## src/rtl/hilo_unit_if.sv

```systemverilog
// rtl/hilo_unit_if.sv - pipeline-side bundle for the HI/LO register unit
//
// Groups the EX-stage signals exchanged with hilo_unit.
//   master : pipeline side (drives divide results, mt/mf requests, flush)
//   slave  : hilo_unit side (drives rd_data, stall, busy, hi, lo)
interface hilo_unit_if;
   logic        div_start;
   logic [31:0] div_hi_in;
   logic [31:0] div_lo_in;
   logic        mthi;
   logic        mtlo;
   logic [31:0] wr_data;
   logic        mfhi;
   logic        mflo;
   logic        flush;
   logic [31:0] rd_data;
   logic        stall;
   logic        busy;
   logic [31:0] hi;
   logic [31:0] lo;

   modport master (
      output div_start, div_hi_in, div_lo_in, mthi, mtlo, wr_data, mfhi, mflo, flush,
      input  rd_data, stall, busy, hi, lo
   );

   modport slave (
      input  div_start, div_hi_in, div_lo_in, mthi, mtlo, wr_data, mfhi, mflo, flush,
      output rd_data, stall, busy, hi, lo
   );
endinterface

```

## src/rtl/hilo_unit.sv

```systemverilog
// rtl/hilo_unit.sv - execute-stage HI/LO registers with modelled divide latency
//
// Captures the ALU divide remainder/quotient, holds them pending for
// DIV_LATENCY cycles, then commits them to HI/LO. Services mthi/mtlo writes
// and mfhi/mflo reads, stalling reads that would see an uncommitted divide.
//
// Ports:
//   clk    : pipeline clock, rising edge
//   rst_b  : asynchronous active-low reset
//   bus    : hilo_unit_if.slave
//            in : div_start, div_hi_in, div_lo_in, mthi, mtlo, wr_data,
//                 mfhi, mflo, flush
//            out: rd_data (comb), stall (comb), busy, hi, lo
//
// Parameter DIV_LATENCY (1..32): cycles from div_start until HI/LO hold the result.
// Macro HILO_FWD_EN: forward the committing half to rd_data in the final
// BUSY cycle instead of stalling.
module hilo_unit #(
   parameter int DIV_LATENCY = 4
) (
   input  logic       clk,
   input  logic       rst_b,
   hilo_unit_if.slave bus
);

   localparam logic [0:0] S_IDLE = 1'b0;
   localparam logic [0:0] S_BUSY = 1'b1;

   localparam logic [4:0] CNT_LOAD = 5'(DIV_LATENCY - 1);

   logic [0:0]  state_q,     state_d;
   logic [4:0]  count_q,     count_d;
   logic [31:0] hi_q,        hi_d;
   logic [31:0] lo_q,        lo_d;
   logic [31:0] pend_hi_q,   pend_hi_d;
   logic [31:0] pend_lo_q,   pend_lo_d;
   logic        cancel_hi_q, cancel_hi_d;
   logic        cancel_lo_q, cancel_lo_d;

   logic        busy;
   logic        commit_now;
   logic        fwd_ok;
   logic [31:0] rd_hi;
   logic [31:0] rd_lo;

   assign busy       = (state_q == S_BUSY);
   assign commit_now = busy && (count_q == 5'd0);

   // Next-state logic. flush overrides everything; a restart (div_start while
   // busy) discards the old pending result before it can commit.
   always_comb begin
      state_d     = state_q;
      count_d     = count_q;
      hi_d        = hi_q;
      lo_d        = lo_q;
      pend_hi_d   = pend_hi_q;
      pend_lo_d   = pend_lo_q;
      cancel_hi_d = cancel_hi_q;
      cancel_lo_d = cancel_lo_q;

      if (bus.flush) begin
         state_d = S_IDLE;
         count_d = 5'd0;
      end else begin
         // Commit first so that a same-edge mthi/mtlo overrides its half.
         if (commit_now && !bus.div_start) begin
            if (!cancel_hi_q) hi_d = pend_hi_q;
            if (!cancel_lo_q) lo_d = pend_lo_q;
         end

         if (bus.mthi) hi_d = bus.wr_data;
         if (bus.mtlo) lo_d = bus.wr_data;

         if (bus.div_start) begin
            state_d     = S_BUSY;
            count_d     = CNT_LOAD;
            pend_hi_d   = bus.div_hi_in;
            pend_lo_d   = bus.div_lo_in;
            cancel_hi_d = 1'b0;
            cancel_lo_d = 1'b0;
         end else if (busy) begin
            // A direct write while the divide is in flight owns that half.
            if (bus.mthi) cancel_hi_d = 1'b1;
            if (bus.mtlo) cancel_lo_d = 1'b1;
            if (count_q == 5'd0) begin
               state_d = S_IDLE;
            end else begin
               count_d = count_q - 5'd1;
            end
         end
      end
   end

   always_ff @(posedge clk or negedge rst_b) begin
      if (!rst_b) begin
         state_q     <= S_IDLE;
         count_q     <= 5'd0;
         hi_q        <= 32'd0;
         lo_q        <= 32'd0;
         pend_hi_q   <= 32'd0;
         pend_lo_q   <= 32'd0;
         cancel_hi_q <= 1'b0;
         cancel_lo_q <= 1'b0;
      end else begin
         state_q     <= state_d;
         count_q     <= count_d;
         hi_q        <= hi_d;
         lo_q        <= lo_d;
         pend_hi_q   <= pend_hi_d;
         pend_lo_q   <= pend_lo_d;
         cancel_hi_q <= cancel_hi_d;
         cancel_lo_q <= cancel_lo_d;
      end
   end

   // Read path: in the commit cycle the forwarded value is whatever HI/LO
   // will hold after this edge (ignoring a same-cycle mthi/mtlo, since reads
   // observe pre-edge state).
`ifdef HILO_FWD_EN
   assign fwd_ok = commit_now;
   assign rd_hi  = (commit_now && !cancel_hi_q) ? pend_hi_q : hi_q;
   assign rd_lo  = (commit_now && !cancel_lo_q) ? pend_lo_q : lo_q;
`else
   assign fwd_ok = 1'b0;
   assign rd_hi  = hi_q;
   assign rd_lo  = lo_q;
`endif

   always_comb begin
      bus.rd_data = 32'd0;
      if (bus.mfhi) begin
         bus.rd_data = rd_hi;
      end else if (bus.mflo) begin
         bus.rd_data = rd_lo;
      end
   end

   assign bus.stall = (bus.mfhi | bus.mflo) & busy & ~bus.flush & ~fwd_ok;
   assign bus.busy  = busy;
   assign bus.hi    = hi_q;
   assign bus.lo    = lo_q;

endmodule
```

## src/flat_wrapper.sv

```systemverilog
// flat-port wrapper written by rule: the top's interface ports become plain ports
module hilo_unit_flat 
#(
   parameter int DIV_LATENCY = 4
)
  (clk, rst_b, bus_div_start, bus_div_hi_in, bus_div_lo_in, bus_mthi, bus_mtlo, bus_wr_data, bus_mfhi, bus_mflo, bus_flush, bus_rd_data, bus_stall, bus_busy, bus_hi, bus_lo);
  hilo_unit_if bus_i ();
  input  logic clk;
  input  logic rst_b;
  input wire logic [$bits(bus_i.div_start)-1:0] bus_div_start;
  input wire logic [$bits(bus_i.div_hi_in)-1:0] bus_div_hi_in;
  input wire logic [$bits(bus_i.div_lo_in)-1:0] bus_div_lo_in;
  input wire logic [$bits(bus_i.mthi)-1:0] bus_mthi;
  input wire logic [$bits(bus_i.mtlo)-1:0] bus_mtlo;
  input wire logic [$bits(bus_i.wr_data)-1:0] bus_wr_data;
  input wire logic [$bits(bus_i.mfhi)-1:0] bus_mfhi;
  input wire logic [$bits(bus_i.mflo)-1:0] bus_mflo;
  input wire logic [$bits(bus_i.flush)-1:0] bus_flush;
  output wire logic [$bits(bus_i.rd_data)-1:0] bus_rd_data;
  output wire logic [$bits(bus_i.stall)-1:0] bus_stall;
  output wire logic [$bits(bus_i.busy)-1:0] bus_busy;
  output wire logic [$bits(bus_i.hi)-1:0] bus_hi;
  output wire logic [$bits(bus_i.lo)-1:0] bus_lo;
  assign bus_i.div_start = bus_div_start;
  assign bus_i.div_hi_in = bus_div_hi_in;
  assign bus_i.div_lo_in = bus_div_lo_in;
  assign bus_i.mthi = bus_mthi;
  assign bus_i.mtlo = bus_mtlo;
  assign bus_i.wr_data = bus_wr_data;
  assign bus_i.mfhi = bus_mfhi;
  assign bus_i.mflo = bus_mflo;
  assign bus_i.flush = bus_flush;
  assign bus_rd_data = bus_i.rd_data;
  assign bus_stall = bus_i.stall;
  assign bus_busy = bus_i.busy;
  assign bus_hi = bus_i.hi;
  assign bus_lo = bus_i.lo;
  hilo_unit #(.DIV_LATENCY(DIV_LATENCY)) u_core (.clk(clk), .rst_b(rst_b), .bus(bus_i));
endmodule
```

## config.mk

```make
export PLATFORM = sky130hd
export DESIGN_NAME = hilo_unit_flat
export DESIGN_NICKNAME = d
export VERILOG_FILES = /design/src/rtl/hilo_unit_if.sv /design/src/rtl/hilo_unit.sv /design/src/flat_wrapper.sv
export SDC_FILE = /design/constraint.sdc
export NUM_CORES = 1
export LEC_CHECK = 0
export CAP_MARGIN = 20
export CORE_MARGIN = 2
export CORE_UTILIZATION = 40
export DETAILED_ROUTE_END_ITERATION = 10
export PLACE_DENSITY = 0.71
export SETUP_SLACK_MARGIN = 0.02
export SYNTH_ARGS = -nofsm -noshare
export SYNTH_HDL_FRONTEND = slang
export SYNTH_SLANG_ARGS = --single-unit
```

## constraint.sdc

```tcl
create_clock -name clk -period 3.8 [get_ports clk]
set_input_delay 0.95 -clock clk [delete_from_list [all_inputs] [get_ports clk]]
set_output_delay 0.95 -clock clk [all_outputs]
set_load 0.01 [all_outputs]
```

==> results of run 1 <==
==> layout make-up <==
type / instances / share of cell area
Timing Repair Buffer: 216 / 0.236
Tap cell: 211 / 0.0287
Clock inverter: 12 / 0.0188
Multi-Input combinational cell: 259 / 0.294
Inverter: 5 / 0.00204
Sequential cell: 136 / 0.370
Clock buffer: 20 / 0.0508
==> worst max-delay path: stages <==
cell,delay (ns)
clkdlybuf4s50_1,0.50
nor2b_2,0.27
buf_4,0.24
a22o_1,0.15
clkdlybuf4s50_1,0.55
==> kinds of logic (layout without fill, tap and decap cells) <==
kind of cell / after synthesis / count (layout)
DFF: 136 / 136
AOI/OAI and AO/OA: 44 / 44
and+or+nand+nor: 22 / 22
adders and majority gates: 1 / 1
buffers and inverters: 36 / 253
muxes: 192 / 192
==> flip-flops by register name (all words and copies together) (netlist names) <==
register	cells
u_core.bus.hi	32
u_core.cancel_lo_q	1
u_core.pend_hi_q	32
u_core.bus.busy	1
u_core.pend_lo_q	32
u_core.cancel_hi_q	1
u_core.bus.lo	32
u_core.count_q	5
==> through the flow <==
| stage | hold slack, ns | total power, mW |
|---|---|---|
| after floorplan | 0.455 | 2.48 |
| after global placement | 0.472 | 3.18 |
| after detailed placement | 0.481 | 3.22 |
| after CTS | 0.494 | 5.00 |
| after global routing | 0.513 | 5.17 |
| final | 0.490 | 4.95 |
==> synth_stat cells (all sizes together) <==
master	count	area, um2
and4b	1	10.0
nor2	6	22.5
buf	15	115
o22ai	2	40.0
o21ai	1	5.00
nor4b	1	8.76
a21boi	1	7.51
a211oi	2	15.0
o311a	1	10.0
nand2	5	18.8
o31ai	1	7.51
or3b	1	8.76
ha	1	12.5
inv	5	18.8
dfrtp	136	3400
a22o	31	272
or3	2	12.5
o211ai	1	7.51
a21oi	3	15.0
or4b	3	30.0
clkbuf	16	60.1
nor2b	3	18.8
o21a	1	7.51
mux2	192	2160
==> power breakdown <==
group / internal [mW] / switching, mW / total, mW
Clock: 1.15 / 0.617 / 1.76
Combinational: 0.824 / 0.439 / 1.26
Sequential: 1.72 / 0.204 / 1.92
==> per-layer routing <==
metal / vias up / global-route usage / wire [um]
met5: - / 0 / 0
met4: 0 / 0.0754 / 371
met3: 24 / 0.0528 / 988
met2: 148 / 0.330 / 7860
met1: 2177 / 0.259 / 7090
li1: 2001 / - / -
==> how the worst min path moves through the flow <==
| stage | slack, ns | start | depth (start not counted) | to |
|---|---|---|---|---|
| 2_1_floorplan | 0.46 | u_core.cancel_hi_q | 2 | u_core.cancel_hi_q |
| 3_3_place_gp | 0.47 | u_core.cancel_hi_q | 2 | u_core.cancel_hi_q |
| 3_5_place_dp | 0.48 | u_core.cancel_lo_q | 2 | u_core.cancel_lo_q |
| 4_1_cts | 0.49 | u_core.cancel_lo_q | 2 | u_core.cancel_lo_q |
| 5_1_grt | 0.51 | u_core.pend_lo_q[31] | 1 | u_core.pend_lo_q[31] |
| 6_report | 0.49 | u_core.cancel_lo_q | 2 | u_core.cancel_lo_q |
==> flow_summary.yaml, run 1 <==
run_status:
  status: "finished clean"
critical_path:
  crit_path_max_fanout: 10
  r2r_slack_ns: 1.35
  crit_type: "in2out"
  crit_end: "bus_rd_data[15]"
  r2r_cells: 6
  arrival_ns: 2.66
  critPathLaunch: "bus_mflo"
  critPathLaunchType: "primary input"
  timing.rr.start: "u_core.count_q[0]"
  cp.required_ns: 2.85
  endpoint_kind: "output pin"
  r2r-end: "u_core.bus.hi[16]"
timing:
  fin_skew_ns: 0.00546
  rsz0062_at_grt: "false"
  setup_ws_ns: 0.192
  worst_pin_slew_ns: 0.585
  hold_violations: 0
  period_share: 0.949
  relSlewSlack: 0.610
  setup_viol: 0
  fin_tns_setup_ns: 0
  clock.fmax_mhz: 277
  period_minus_slack_ns: 3.61
  slew_violations: 0
final_layout:
  fin_nets: 740
  final_common_cell: "clkdlybuf4s50_1"
  syn_to_final_growth_pct: 46.2
  final_util: 0.602
  final-seq-area_mm2: 0.00340
  fill_cells: 1219
  multiInputGateArea_mm2: 0.00270
  antenna_cells: 0
  final_cell_mix: "clkdlybuf4s50_1 (198), mux2_2 (188), dfrtp_1 (136)"
  finalInstanceArea_mm2: 0.00919
  layout-drive-gt1-share: 0.375
  fin_cells: 859
detailed_routing:
  via_count: 4350
  drt-initial-drc-count: 230
  drc: 0
  first_pass_iters: 4
  wl_per_cell_um: 19.0
  wirelength_um: 16300
  via_per_inst: 5.06
  ant_nets: 0
clock_network:
  clock_latency_ns: 0.41
  post_cts_buffers: 0
  cts_resized: 0
  cts.clk_slew.worst_paths_ns: 0.06
  tritoncts: "done"
  cts_buffers: 17
  clock_sinks: 136
  htreeDepth: 4
  hold_buffers: 0
  cts_root_buf: "clkbuf_16"
  clock_path_buffers: 2
floorplan:
  fp.dieW_um: 129
  start_util: 0.412
  die_y_um: 129
  num_io_pins: 202
  core_area_mm2: 0.0153
  fp.dieArea_mm2: 0.0167
  rows: 45
place:
  place_ws_ns: 0.205
  hpwlAfterDp_um: 11400
  place_congestion: 0.774
  port_buffers: 201
  dp.cells: 827
  dpl_cell_area_mm2: 0.00855
logic_synthesis:
  synth_xor_area_frac: 0
  synthCells: 431
  ys_seq_area_frac: 0.541
  synth-compound-area-share: 0.0615
  synth_top_family_by_area: "multiplexers"
  yosys_warnings: 0
  synth.net_count: 536
  synthAdderAreaFrac: 0.00199
  synthSimpleGateAreaFrac: 0.0207
  syn_area_per_cell_um2: 14.6
  synth.cell_area_mm2: 0.00629
  netlist-cell-type-count: 27
  yosys_register_bits: 136
  post_synth_mux_area_share: 0.344
power:
  p_leak_nw: 3.76
  cellPowerDensity_mw_per_mm2: 538
  max-vdd-ir-drop_mv: 0.355
global_route:
  antenna_found_initial: 0
  grt_pass1_vias: 4754
  grt_pass1_wl_um: 25600
  grt_usage: 0.202
  grt_max_degree: 76
  grt_overflow: 0
job:
  cap_viol_max_count: 0
hold_path:
  hp-class: "reg2reg"
Note: power is estimated with default switching activity, not from simulation.
==> run 2: changes to the inputs <==
- ABC_CLOCK_PERIOD_IN_PS: unset -> 3800
==> results of run 2 <==
Same layout as run 1: the final DEF is identical, and so are final timing and power.
==> run 3: changes to the inputs <==
- ABC_AREA: unset -> 1
- CORE_MARGIN: 2 -> unset
- PLACE_DENSITY: 0.71 -> 0.7
==> run 3 against run 2 <==
First-iteration DRC count grew to 2.6 times the previous value; combinational power is 5% higher; sequential power is essentially flat; critical path depth stayed put; fmax increased by 2.3%; register-to-register slack improved by 0.32 ns; sequential share of layout area shrank 1.5 points; critical endpoint is now bus_stall; largest cell class unchanged.
==> flow_summary.yaml, run 3 <==
timing:
  hold_slack_ns: 0.476
  fin_tns_setup_ns: 0
  period_minus_slack_ns: 3.53
  setup_viol: 0
  fin_skew_ns: 0.0106
  setup_ws_ns: 0.273
  worst_pin_slew_ns: 0.806
  hold_violations: 0
  rsz0062_at_grt: "false"
  relSlewSlack: 0.463
  period_share: 0.928
  clock.fmax_mhz: 284
  slew_violations: 0
place:
  place_congestion: 0.884
  place_ws_ns: 0.308
  hpwlAfterDp_um: 14800
  port_buffers: 201
critical_path:
  cp.required_ns: 2.85
  timing.rr.start: "u_core.count_q[0]"
  endpoint_kind: "output pin"
  critPathLaunch: "bus_mfhi"
  r2r_cells: 7
  crit_path_max_fanout: 33
  r2r-end: "u_core.bus.hi[22]"
  arrival_ns: 2.58
  r2r_slack_ns: 1.67
  critPathLaunchType: "primary input"
  crit_type: "in2out"
clock_network:
  cts_buffers: 17
  cts.clk_slew.worst_paths_ns: 0.05
  cts_resized: 0
  post_cts_buffers: 0
  clock_path_buffers: 2
  clock_sinks: 136
  tritoncts: "done"
  hold_buffers: 0
  clock_latency_ns: 0.42
  htreeDepth: 4
  cts_root_buf: "clkbuf_16"
logic_synthesis:
  ys_seq_area_frac: 0.505
  synth_ff_type: "dfrtp_1"
  synth.largest_area_cell: "dfrtp_1"
  synthArstFlopShare: 1.00
  syn_area_per_cell_um2: 7.34
  synth_top_area_share: 0.505
  synth_edf_count: 0
  synth.most_common_cell: "nand2_1"
  synthCells: 917
  yosys_register_bits: 136
  synth.cell_area_mm2: 0.00674
  synthTopCellsByCount: "nand2_1 (555), dfrtp_1 (136), nand4_1 (66), nand3_1 (34), buf_2 (27)"
  synth.net_count: 1022
  yosys_warnings: 0
  synth_area_leaders: "dfrtp_1 (51%), nand2_1 (31%), nand4_1 (6.1%)"
  netlist-cell-type-count: 21
floorplan:
  num_io_pins: 202
  core_area_mm2: 0.0165
  fp.dieArea_mm2: 0.0174
  fp.dieW_um: 132
  die_y_um: 132
  start_util: 0.408
  rows: 47
final_layout:
  final_common_cell: "nand2_1"
  final_util: 0.580
  fin_nets: 1196
  antenna_cells: 0
  syn_to_final_growth_pct: 42.3
  layout-drive-gt1-share: 0.0562
  final_cell_mix: "nand2_1 (554), clkdlybuf4s50_1 (199), dfrtp_1 (136)"
power:
  max-vdd-ir-drop_mv: 0.333
  cellPowerDensity_mw_per_mm2: 546
  p_leak_nw: 4.92
global_route:
  antenna_found_initial: 0
  grt_overflow: 0
  grt_usage: 0.265
  grt_pass1_vias: 6671
  grt_pass1_wl_um: 35600
  grt_max_degree: 79
run_status:
  status: "finished clean"
detailed_routing:
  wl_per_cell_um: 16.6
  ant_nets: 0
  via_count: 6772
  via_per_inst: 5.11
  drt-initial-drc-count: 602
  drc: 0
  first_pass_iters: 5
  wirelength_um: 22000
hold_path:
  holdCritStartpoint: "u_core.pend_hi_q[11]"
  hp-class: "reg2reg"
  hold_path_depth: 2
  min_to: "u_core.pend_hi_q[11]"
job:
  cap_viol_max_count: 0
## run 3: per-stage QoR
stage / area [um2] / power, mW / instances
4_1_cts: 9590 / 5.26 / 1324
6_report: 9590 / 5.23 / 1324
3_5_place_dp: 8860 / 3.26 / 1292
5_1_grt: 9590 / 5.47 / 1324
3_3_place_gp: 8860 / 3.24 / 1292
2_1_floorplan: 6740 / 2.49 / 917
## run 3: logic make-up (layout without fill, tap and decap cells)
logic type	after synthesis	count (layout)	share of synthesized area
and+or+nand+nor	667	667	0.408
AOI/OAI and AO/OA	26	26	0.0201
DFF	136	136	0.505
buffers and inverters	85	272	0.0624
xor gates and xnor gates	2	2	0.00260
adders and majority gates	1	1	0.00186
## run 3: routing by layer
layer  global-route usage  wire length, um
met1                0.351             9300
met2                0.418            10300
met3               0.0581             1560
met4                0.118              763
met5                    0                0
## run 3: area by class of cell
class | instances | area, um2
Fill cell | 1536 | 6940
Sequential cell | 136 | 3400
Multi-Input combinational cell | 696 | 2910
Timing Repair Buffer | 219 | 2190
Clock buffer | 21 | 480
Tap cell | 220 | 275
Clock inverter | 11 | 240
Inverter | 21 | 78.8
## run 3: critical path: stages
cell and delay, ns:
clkdlybuf4s50_1 0.53, buf_12 0.22, nor2_1 0.08, nor2_1 0.21
clkdlybuf4s50_1 0.58
## run 3: worst max path at each step
stage	endpoint	slack, ns	depth (start not counted)
floorplan	bus_rd_data[0]	1.18	5
global placement	bus_stall	0.30	5
detailed placement	bus_stall	0.31	5
CTS	bus_stall	0.29	5
global route	bus_stall	0.26	5
finish	bus_stall	0.27	5
## run 3: report_power, final
| part | switching [mW] | internal, mW | total [mW] | leakage, nW |
|---|---|---|---|---|
| clock | 0.624 | 1.37 | 1.99 | 0.349 |
| combinational | 0.650 | 0.666 | 1.32 | 2.86 |
| sequential | 0.221 | 1.70 | 1.92 | 1.71 |
